$ cat src/rtl/snake_engine.sv
// Snake game engine on a 40x40 board: clears and seeds the board, steps the snake on a
// timer, detects wall/self collisions and places apples via a one-cycle-latency read port.
module snake_engine #(
    parameter int unsigned STEP_CYCLES = 1000000,
    parameter int unsigned MAX_LEN     = 64
) (
    input  logic        iCLK,
    input  logic        iRST,
    input  logic        up,
    input  logic        down,
    input  logic        left,
    input  logic        right,
    output logic        oWE,
    output logic [10:0] oWADDR,
    output logic [31:0] oWDATA,
    output logic [10:0] oRADDR,
    input  logic [31:0] iRDATA,
    output logic        oGAME_OVER,
    output logic [7:0]  oSCORE
);
    localparam int unsigned ADDR_W = 11;
    localparam int unsigned DATA_W = 32;
    localparam int unsigned POS_W  = 6;
    localparam int unsigned GRID   = 40;
    localparam int unsigned CELLS  = GRID * GRID;
    localparam int unsigned CNT_W  = (STEP_CYCLES > 1) ? $clog2(STEP_CYCLES) : 1;
    localparam int unsigned PTR_W  = (MAX_LEN > 1) ? $clog2(MAX_LEN) : 1;
    localparam int unsigned LEN_W  = $clog2(MAX_LEN + 1);

    localparam logic [DATA_W-1:0] CELL_EMPTY = DATA_W'(0);
    localparam logic [DATA_W-1:0] CELL_SNAKE = DATA_W'(1);
    localparam logic [DATA_W-1:0] CELL_APPLE = DATA_W'(3);

    typedef enum logic [3:0] {
        CLEAR, INIT, RUN, READ_HEAD, CHECK, WR_HEAD, ERASE_TAIL, APPLE_RD, APPLE_CHK, DEAD
    } state_e;

    typedef enum logic [1:0] {DIR_UP, DIR_DOWN, DIR_LEFT, DIR_RIGHT} dir_e;

    state_e              state_q, state_d;
    logic [ADDR_W-1:0]   clr_q, clr_d;
    logic [1:0]          init_q, init_d;
    logic [CNT_W-1:0]    step_q, step_d;
    dir_e                dir_q, dir_d, pend_q, pend_d;
    logic [POS_W-1:0]    hrow_q, hrow_d, hcol_q, hcol_d;
    logic [POS_W-1:0]    nrow_q, nrow_d, ncol_q, ncol_d;
    logic [ADDR_W-1:0]   naddr_q, naddr_d;
    logic [PTR_W-1:0]    hp_q, hp_d, tp_q, tp_d;
    logic [LEN_W-1:0]    len_q, len_d;
    logic [7:0]          score_q, score_d;
    logic                ate_q, ate_d, grow_q, grow_d;
    logic [ADDR_W-1:0]   tail_addr_q, tail_addr_d;
    logic [15:0]         lfsr_q, lfsr_d;
    logic                we_q, we_d;
    logic [ADDR_W-1:0]   waddr_q, waddr_d, raddr_q, raddr_d;
    logic [DATA_W-1:0]   wdata_q, wdata_d;
    logic                over_q, over_d;

    logic [ADDR_W-1:0]   body_q [MAX_LEN];
    logic                push_c;
    logic [ADDR_W-1:0]   push_addr_c;
    logic [POS_W-1:0]    nrow_c, ncol_c;
    logic                off_grid_c;
    logic [ADDR_W-1:0]   cand_c;

    function automatic logic [ADDR_W-1:0] cell_addr(input logic [POS_W-1:0] row,
                                                    input logic [POS_W-1:0] col);
        return ADDR_W'(row) * ADDR_W'(GRID) + ADDR_W'(col);
    endfunction

    function automatic logic [PTR_W-1:0] ptr_inc(input logic [PTR_W-1:0] p);
        return (p == PTR_W'(MAX_LEN - 1)) ? '0 : p + PTR_W'(1);
    endfunction

    assign cand_c = ADDR_W'(lfsr_q % 16'(CELLS));

    // Candidate head one cell along the pending direction, flagged if it leaves the grid.
    always_comb begin
        nrow_c     = hrow_q;
        ncol_c     = hcol_q;
        off_grid_c = 1'b0;
        case (pend_q)
            DIR_UP: begin
                off_grid_c = (hrow_q == '0);
                nrow_c     = hrow_q - POS_W'(1);
            end
            DIR_DOWN: begin
                off_grid_c = (hrow_q == POS_W'(GRID - 1));
                nrow_c     = hrow_q + POS_W'(1);
            end
            DIR_LEFT: begin
                off_grid_c = (hcol_q == '0);
                ncol_c     = hcol_q - POS_W'(1);
            end
            default: begin
                off_grid_c = (hcol_q == POS_W'(GRID - 1));
                ncol_c     = hcol_q + POS_W'(1);
            end
        endcase
    end

    always_comb begin
        state_d     = state_q;
        clr_d       = clr_q;
        init_d      = init_q;
        step_d      = '0;
        dir_d       = dir_q;
        pend_d      = pend_q;
        hrow_d      = hrow_q;
        hcol_d      = hcol_q;
        nrow_d      = nrow_q;
        ncol_d      = ncol_q;
        naddr_d     = naddr_q;
        hp_d        = hp_q;
        tp_d        = tp_q;
        len_d       = len_q;
        score_d     = score_q;
        ate_d       = ate_q;
        grow_d      = grow_q;
        tail_addr_d = tail_addr_q;
        lfsr_d      = {lfsr_q[14:0], lfsr_q[15] ^ lfsr_q[13] ^ lfsr_q[12] ^ lfsr_q[10]};
        we_d        = 1'b0;
        waddr_d     = waddr_q;
        wdata_d     = wdata_q;
        raddr_d     = raddr_q;
        over_d      = over_q;
        push_c      = 1'b0;
        push_addr_c = '0;

        case (state_q)
            CLEAR: begin
                we_d    = 1'b1;
                waddr_d = clr_q;
                wdata_d = CELL_EMPTY;
                if (clr_q == ADDR_W'(CELLS - 1)) begin
                    state_d = INIT;
                    init_d  = '0;
                end else begin
                    clr_d = clr_q + ADDR_W'(1);
                end
            end
            // Three body cells left to right, then the first apple.
            INIT: begin
                we_d   = 1'b1;
                init_d = init_q + 2'd1;
                if (init_q == 2'd3) begin
                    waddr_d = ADDR_W'(820);
                    wdata_d = CELL_APPLE;
                    state_d = RUN;
                end else begin
                    waddr_d     = ADDR_W'(410) + ADDR_W'(init_q);
                    wdata_d     = CELL_SNAKE;
                    push_c      = 1'b1;
                    push_addr_c = ADDR_W'(410) + ADDR_W'(init_q);
                    hp_d        = ptr_inc(hp_q);
                end
            end
            RUN: begin
                if (step_q == CNT_W'(STEP_CYCLES - 1)) begin
                    dir_d = pend_q;
                    if (off_grid_c) begin
                        state_d = DEAD;
                        over_d  = 1'b1;
                    end else begin
                        nrow_d  = nrow_c;
                        ncol_d  = ncol_c;
                        naddr_d = cell_addr(nrow_c, ncol_c);
                        raddr_d = cell_addr(nrow_c, ncol_c);
                        state_d = READ_HEAD;
                    end
                end else begin
                    step_d = step_q + CNT_W'(1);
                end
            end
            READ_HEAD: state_d = CHECK;
            // Tail address is captured before the push so a full ring cannot overwrite it.
            CHECK: begin
                tail_addr_d = body_q[tp_q];
                if (iRDATA == CELL_SNAKE) begin
                    state_d = DEAD;
                    over_d  = 1'b1;
                end else begin
                    ate_d  = (iRDATA == CELL_APPLE);
                    grow_d = 1'b0;
                    if (iRDATA == CELL_APPLE) begin
                        score_d = score_q + 8'd1;
                        if (len_q < LEN_W'(MAX_LEN)) begin
                            grow_d = 1'b1;
                            len_d  = len_q + LEN_W'(1);
                        end
                    end
                    state_d = WR_HEAD;
                end
            end
            WR_HEAD: begin
                we_d        = 1'b1;
                waddr_d     = naddr_q;
                wdata_d     = CELL_SNAKE;
                push_c      = 1'b1;
                push_addr_c = naddr_q;
                hp_d        = ptr_inc(hp_q);
                hrow_d      = nrow_q;
                hcol_d      = ncol_q;
                if (grow_q) begin
                    raddr_d = cand_c;
                    state_d = APPLE_RD;
                end else begin
                    state_d = ERASE_TAIL;
                end
            end
            ERASE_TAIL: begin
                we_d    = 1'b1;
                waddr_d = tail_addr_q;
                wdata_d = CELL_EMPTY;
                tp_d    = ptr_inc(tp_q);
                if (ate_q) begin
                    raddr_d = cand_c;
                    state_d = APPLE_RD;
                end else begin
                    state_d = RUN;
                end
            end
            APPLE_RD: state_d = APPLE_CHK;
            APPLE_CHK: begin
                if (iRDATA == CELL_EMPTY) begin
                    we_d    = 1'b1;
                    waddr_d = raddr_q;
                    wdata_d = CELL_APPLE;
                    state_d = RUN;
                end else begin
                    raddr_d = cand_c;
                    state_d = APPLE_RD;
                end
            end
            DEAD: state_d = DEAD;
            default: state_d = CLEAR;
        endcase

        // Compare against the direction in force next cycle so a same-cycle turn cannot reverse.
        if (!up) begin
            if (dir_d != DIR_DOWN) pend_d = DIR_UP;
        end else if (!down) begin
            if (dir_d != DIR_UP) pend_d = DIR_DOWN;
        end else if (!left) begin
            if (dir_d != DIR_RIGHT) pend_d = DIR_LEFT;
        end else if (!right) begin
            if (dir_d != DIR_LEFT) pend_d = DIR_RIGHT;
        end
    end

    always_ff @(posedge iCLK) begin
        if (iRST) begin
            state_q     <= CLEAR;
            clr_q       <= '0;
            init_q      <= '0;
            step_q      <= '0;
            dir_q       <= DIR_RIGHT;
            pend_q      <= DIR_RIGHT;
            hrow_q      <= POS_W'(10);
            hcol_q      <= POS_W'(12);
            nrow_q      <= '0;
            ncol_q      <= '0;
            naddr_q     <= '0;
            hp_q        <= '0;
            tp_q        <= '0;
            len_q       <= LEN_W'(3);
            score_q     <= '0;
            ate_q       <= 1'b0;
            grow_q      <= 1'b0;
            tail_addr_q <= '0;
            lfsr_q      <= 16'hACE1;
            we_q        <= 1'b0;
            waddr_q     <= '0;
            wdata_q     <= '0;
            raddr_q     <= '0;
            over_q      <= 1'b0;
        end else begin
            state_q     <= state_d;
            clr_q       <= clr_d;
            init_q      <= init_d;
            step_q      <= step_d;
            dir_q       <= dir_d;
            pend_q      <= pend_d;
            hrow_q      <= hrow_d;
            hcol_q      <= hcol_d;
            nrow_q      <= nrow_d;
            ncol_q      <= ncol_d;
            naddr_q     <= naddr_d;
            hp_q        <= hp_d;
            tp_q        <= tp_d;
            len_q       <= len_d;
            score_q     <= score_d;
            ate_q       <= ate_d;
            grow_q      <= grow_d;
            tail_addr_q <= tail_addr_d;
            lfsr_q      <= lfsr_d;
            we_q        <= we_d;
            waddr_q     <= waddr_d;
            wdata_q     <= wdata_d;
            raddr_q     <= raddr_d;
            over_q      <= over_d;
        end
    end

    // Body ring of cell addresses, oldest at tp_q.
    always_ff @(posedge iCLK) begin
        if (push_c) body_q[hp_q] <= push_addr_c;
    end

    assign oWE        = we_q;
    assign oWADDR     = waddr_q;
    assign oWDATA     = wdata_q;
    assign oRADDR     = raddr_q;
    assign oGAME_OVER = over_q;
    assign oSCORE     = score_q;

endmodule

$ cat config.mk
export PLATFORM = sky130hd
export DESIGN_NAME = snake_engine
export DESIGN_NICKNAME = d
export VERILOG_FILES = /design/src/rtl/snake_engine.sv
export SDC_FILE = /design/constraint.sdc
export NUM_CORES = 1
export LEC_CHECK = 0
export ABC_AREA = 1
export BUFFER_PORTS_ARGS = -buffer_cell sky130_fd_sc_hd__buf_2
export CAP_MARGIN = 10
export CORE_ASPECT_RATIO = 1.4
export CORE_MARGIN = 3
export CORE_UTILIZATION = 50
export DETAILED_ROUTE_END_ITERATION = 8
export PLACE_DENSITY = 0.66
export SLEW_MARGIN = 20
export SYNTH_ARGS = -nofsm -noshare
export SYNTH_HDL_FRONTEND = slang
export SYNTH_SLANG_ARGS = --single-unit
$ cat constraint.sdc
create_clock -name iCLK -period 5.9 [get_ports iCLK]
set_clock_uncertainty 0.2 [all_clocks]
set_input_delay 0.59 -clock iCLK [delete_from_list [all_inputs] [get_ports iCLK]]
set_output_delay 0.59 -clock iCLK [all_outputs]
set_load 0.05 [all_outputs]
==> summary.md <==
| Metric | Value |
|---|---|
| Setup_tns | 0 ns |
| Gr usage total | 25.1% |
| CTS sink cnt | 859 |
| Leading cell types in the layout, fill and taps excluded | 704 x edfxtp_1, 543 x nor2_1, 439 x o21ai_0 |
| Distinct cells, synth | 57 |
| Starting Density | 50.9% |
| Crit path DAT | slightly above 5 ns |
| WL final | 95400 µm |
| Crit Path Category | register to register |
| ANT cells | 0 |
| PostCTS Resize Cnt | 0 |
| Hold Path End | pend_q[1]$_SDFFE_PP1P_ |
| Clock Latency Late Sink | 0.65 ns |
| Via Count | 25400 |
| Cts hold-fix bufs | 0 |
| Post-synth ARST share | 0% |
| TritonCTS clock tree | built |
| Hold Path Origin | down |
| Setup violators final | 0 |
| Buffer count from post-CTS setup fixing | 0 |
| Initial antenna violation count | 1 |
| Outcome | finished clean |
| RePlAce Congestion | 0.902 |
| Least-Margin Pin Slew | 1.14 ns |
| EDFF count, synth | 704 |
| Worst r2r src | pend_q[1]$_SDFFE_PP1P_ |
| RSZ-0062 raised after global routing | false |
| Vias in the first global route | 24800 |
| Avg Synthesized Cell Area | 11.1 µm² |
| Ys Warns | 0 |
| Core Area | approximately 0.07 mm² |
| Worst reg2reg setup slack | 1.04 ns |
| Leading cell type in the layout, fill and taps excluded | edfxtp_1 |
| Fin Hold WS | 0.136 ns |
| Worst path required time | a little over 6 ns |
| Worst-case clock buffer depth | 3 |
| Max Transition Viols Final | 0 |
| Htree depth | 3 |
| Combinational share of power | 9.9% |
| Cell Area, Synth | 0.0361 mm² |
| R2R cell count | 26 |
| CP Launch Type | register |
| Width of the die | 233 µm |
| Hold Crit Depth | 3 |
| Gr ovfl total | 0 |
| Area Growth Syn to Fin | 10.8% |
| Drt via density | approximately 5.9 |
| PortBufs | between 70 and 80 |
| Net Sw Frac | 24.5% |
| Final Hold Vio Count | 0 |
| Clock network power share | 38.4% |
| Flop and latch count out of synthesis | approximately 860 |
| Inserted Clock Buffers | 80 |
| ANT nets after route | 0 |
| Post-synth top area share | 58.6% |
| DR DRC count | 0 |
| Starting DRT DRC Count | around 2300 |
| Top_reg_cell synth | edfxtp_1 |
| Clock transition at the registers of the reported paths | 0.06 ns |
| Area contributors post-synth | edfxtp_1 59%, dfxtp_1 8.6%, o21ai_0 6.1%, nor2_1 5.9%, nand2_1 3.0% |
| Largest net degree at the start of global routing | 153 |
| Share of layout cells above drive strength 1 | about a tenth |
| Slew headroom | 23.9% |
| Crit end category | register |
| Worst-path fanout max | 19 |
| Fin nets | 3358 |
| Reg2reg end | oRADDR[10]$_SDFFE_PP0P_ |
| DRT Pass-1 Iters | 5 |
| Flop pwr share | 51.7% |
| IO Count | 102 |
| Final Critical Period | 4.86 ns |
| Final HPWL DP | roughly 60000 µm |
| Cell type with the largest total area after synthesis | edfxtp_1 |
| Period utilisation layout | between 80% and 90% |
| Internal | 9.98 mW |
| Height of the die | around 320 µm |
| First-pass GRT wire length | 145000 µm |
| P_leak | 13.5 nW |
| Mapped Cells | 3262 |
| Avg WL per Cell | approximately 22 µm |
| MaxCap Viol Count | 0 |
| CTS Root Buffer Type | clkbuf_16 |
| Net switching power | 3.23 mW |
| Pwr Density | roughly 330 mW/mm² |
| VDD IR max | around 0.19 mV |
| Core Rows | 115 |
| Fillers | 5824 |
| Sequential-to-total area share from yosys stat | 67.2% |
| DIE AREA | 0.0755 mm² |
| Min-Delay Path Class | input port to register |
| Fmax | 0.206 GHz |
-- through the flow --
step                instances  utilization [%]  power (mW)  setup slack (ns)  cell area [µm²]
detailed placement       4142             52.7        8.25              1.01            37400
floorplan                3291                -        7.86              1.32            36200
CTS                      4286             56.3        13.3              1.00            39900
finish                   4286             56.4        13.2              1.04            40000
global placement         4142             52.7        8.21             0.988            37400
global route             4286             56.4        13.6             0.502            40000
-- synth_stat cells, types with 8 or more instances --
| library cell | number |
|---|---|
| edfxtp_1 | 704 |
| nor2_1 | 570 |
| o21ai_0 | 442 |
| nand2_1 | 289 |
| inv_1 | 192 |
| clkbuf_1 | 169 |
| dfxtp_1 | 155 |
| o22ai_1 | 117 |
| a21oi_1 | 113 |
| nand3_1 | 70 |
| o221ai_1 | 61 |
| nor3_1 | 45 |
| buf_4 | 30 |
| nand4_1 | 30 |
| o211ai_1 | 29 |
| ha_1 | 28 |
| a31oi_1 | 27 |
| a211oi_1 | 24 |
| nand2_2 | 21 |
| nor4_1 | 18 |
| xor2_1 | 17 |
| inv_2 | 9 |
| nand3_2 | 8 |
| xnor2_1 | 8 |
-- power groups by stage --
stage	clock, mW	combinational, mW	sequential (mW)
finish	5.08	1.30	6.83
detailed placement	0	1.29	6.96
global route	5.38	1.41	6.84
global placement	0	1.25	6.96
floorplan	0	0.796	7.07
CTS	5.15	1.29	6.83
-- flip-flops by register name (all words and copies together) (netlist names), 4 cells and up --
| signal | count |
|---|---|
| hp_q | 6 |
| clr_q | 11 |
| hrow_q | 6 |
| hcol_q | 6 |
| step_q | 20 |
| body_q | 704 |
| len_q | 7 |
| tail_addr_q | 11 |
| lfsr_q | 16 |
| state_q | 4 |
| oRADDR | 11 |
| naddr_q | 8 |
| ncol_q | 6 |
| tp_q | 6 |
| oSCORE | 8 |
| oWADDR | 11 |
| nrow_q | 6 |
-- metal layers --
metal	vias to the layer above	share of wire, %	global-route usage (%)
met1	12400	37	30.0
met2	1031	50	43.8
met5	-	0	0
met3	244	6.6	3.49
li1	11700	-	-
met4	0	5.4	13.4
-- logic make-up (layout without fill, tap and decap cells) --
group,count (synthesis),count (layout),share of synthesized area (%)
xor+xnor,26,26,0.652
buf+inv,412,471,4.65
flops,859,859,67.2
compound gates,859,859,13.8
other cells,1,30,0.0104
simple gates,1073,1073,12.5
fa+ha+maj,32,32,1.19
-- worst max path at each step --
stage / endpoint / startpoint / slack [ns]
after floorplan: body_q[0][3]$_DFFE_PP_ / state_q[0]$_SDFFE_PP0P_ / 1.32
after global placement: oRADDR[10]$_SDFFE_PP0P_ / pend_q[1]$_SDFFE_PP1P_ / 0.99
after detailed placement: oRADDR[10]$_SDFFE_PP0P_ / pend_q[1]$_SDFFE_PP1P_ / 1.01
after CTS: oRADDR[10]$_SDFFE_PP0P_ / pend_q[1]$_SDFFE_PP1P_ / 1.00
after global routing: oRADDR[10]$_SDFFE_PP0P_ / pend_q[1]$_SDFFE_PP1P_ / 0.50
final: oRADDR[10]$_SDFFE_PP0P_ / pend_q[1]$_SDFFE_PP1P_ / 1.04
-- final cells by class --
type | instances | area (µm²) | area share (%)
inverter | 204 | 776 | 1.94
tap | 936 | 1170 | 2.93
clock inverter | 29 | 248 | 0.620
timing repair buffer | 123 | 808 | 2.02
clock buffer | 115 | 2310 | 5.77
sequential | 859 | 24300 | 60.7
multi-input combinational | 2020 | 10400 | 26.0
-- worst max-delay path, cell delays in order (launching register included) --
cell and delay [ns]:
dfxtp_1 0.71, nor2_1 0.20, inv_1 0.17, ha_1 0.30, a21oi_1 0.14, inv_1 0.05
a31oi_1 0.24, inv_1 0.07, a21oi_1 0.13, nor2_1 0.06, nor2_1 0.11, xnor2_1 0.13
nand2_1 0.06, o21ai_0 0.19, inv_1 0.09, ha_1 0.31, ha_1 0.35, a21oi_1 0.16
nand2_1 0.07, xor2_1 0.21, nand2_1 0.10, xor2_1 0.16, xor2_1 0.18, o21bai_1 0.15
inv_1 0.05, nand2_1 0.07, a21oi_2 0.05
Power figures use the tool's default switching activity.
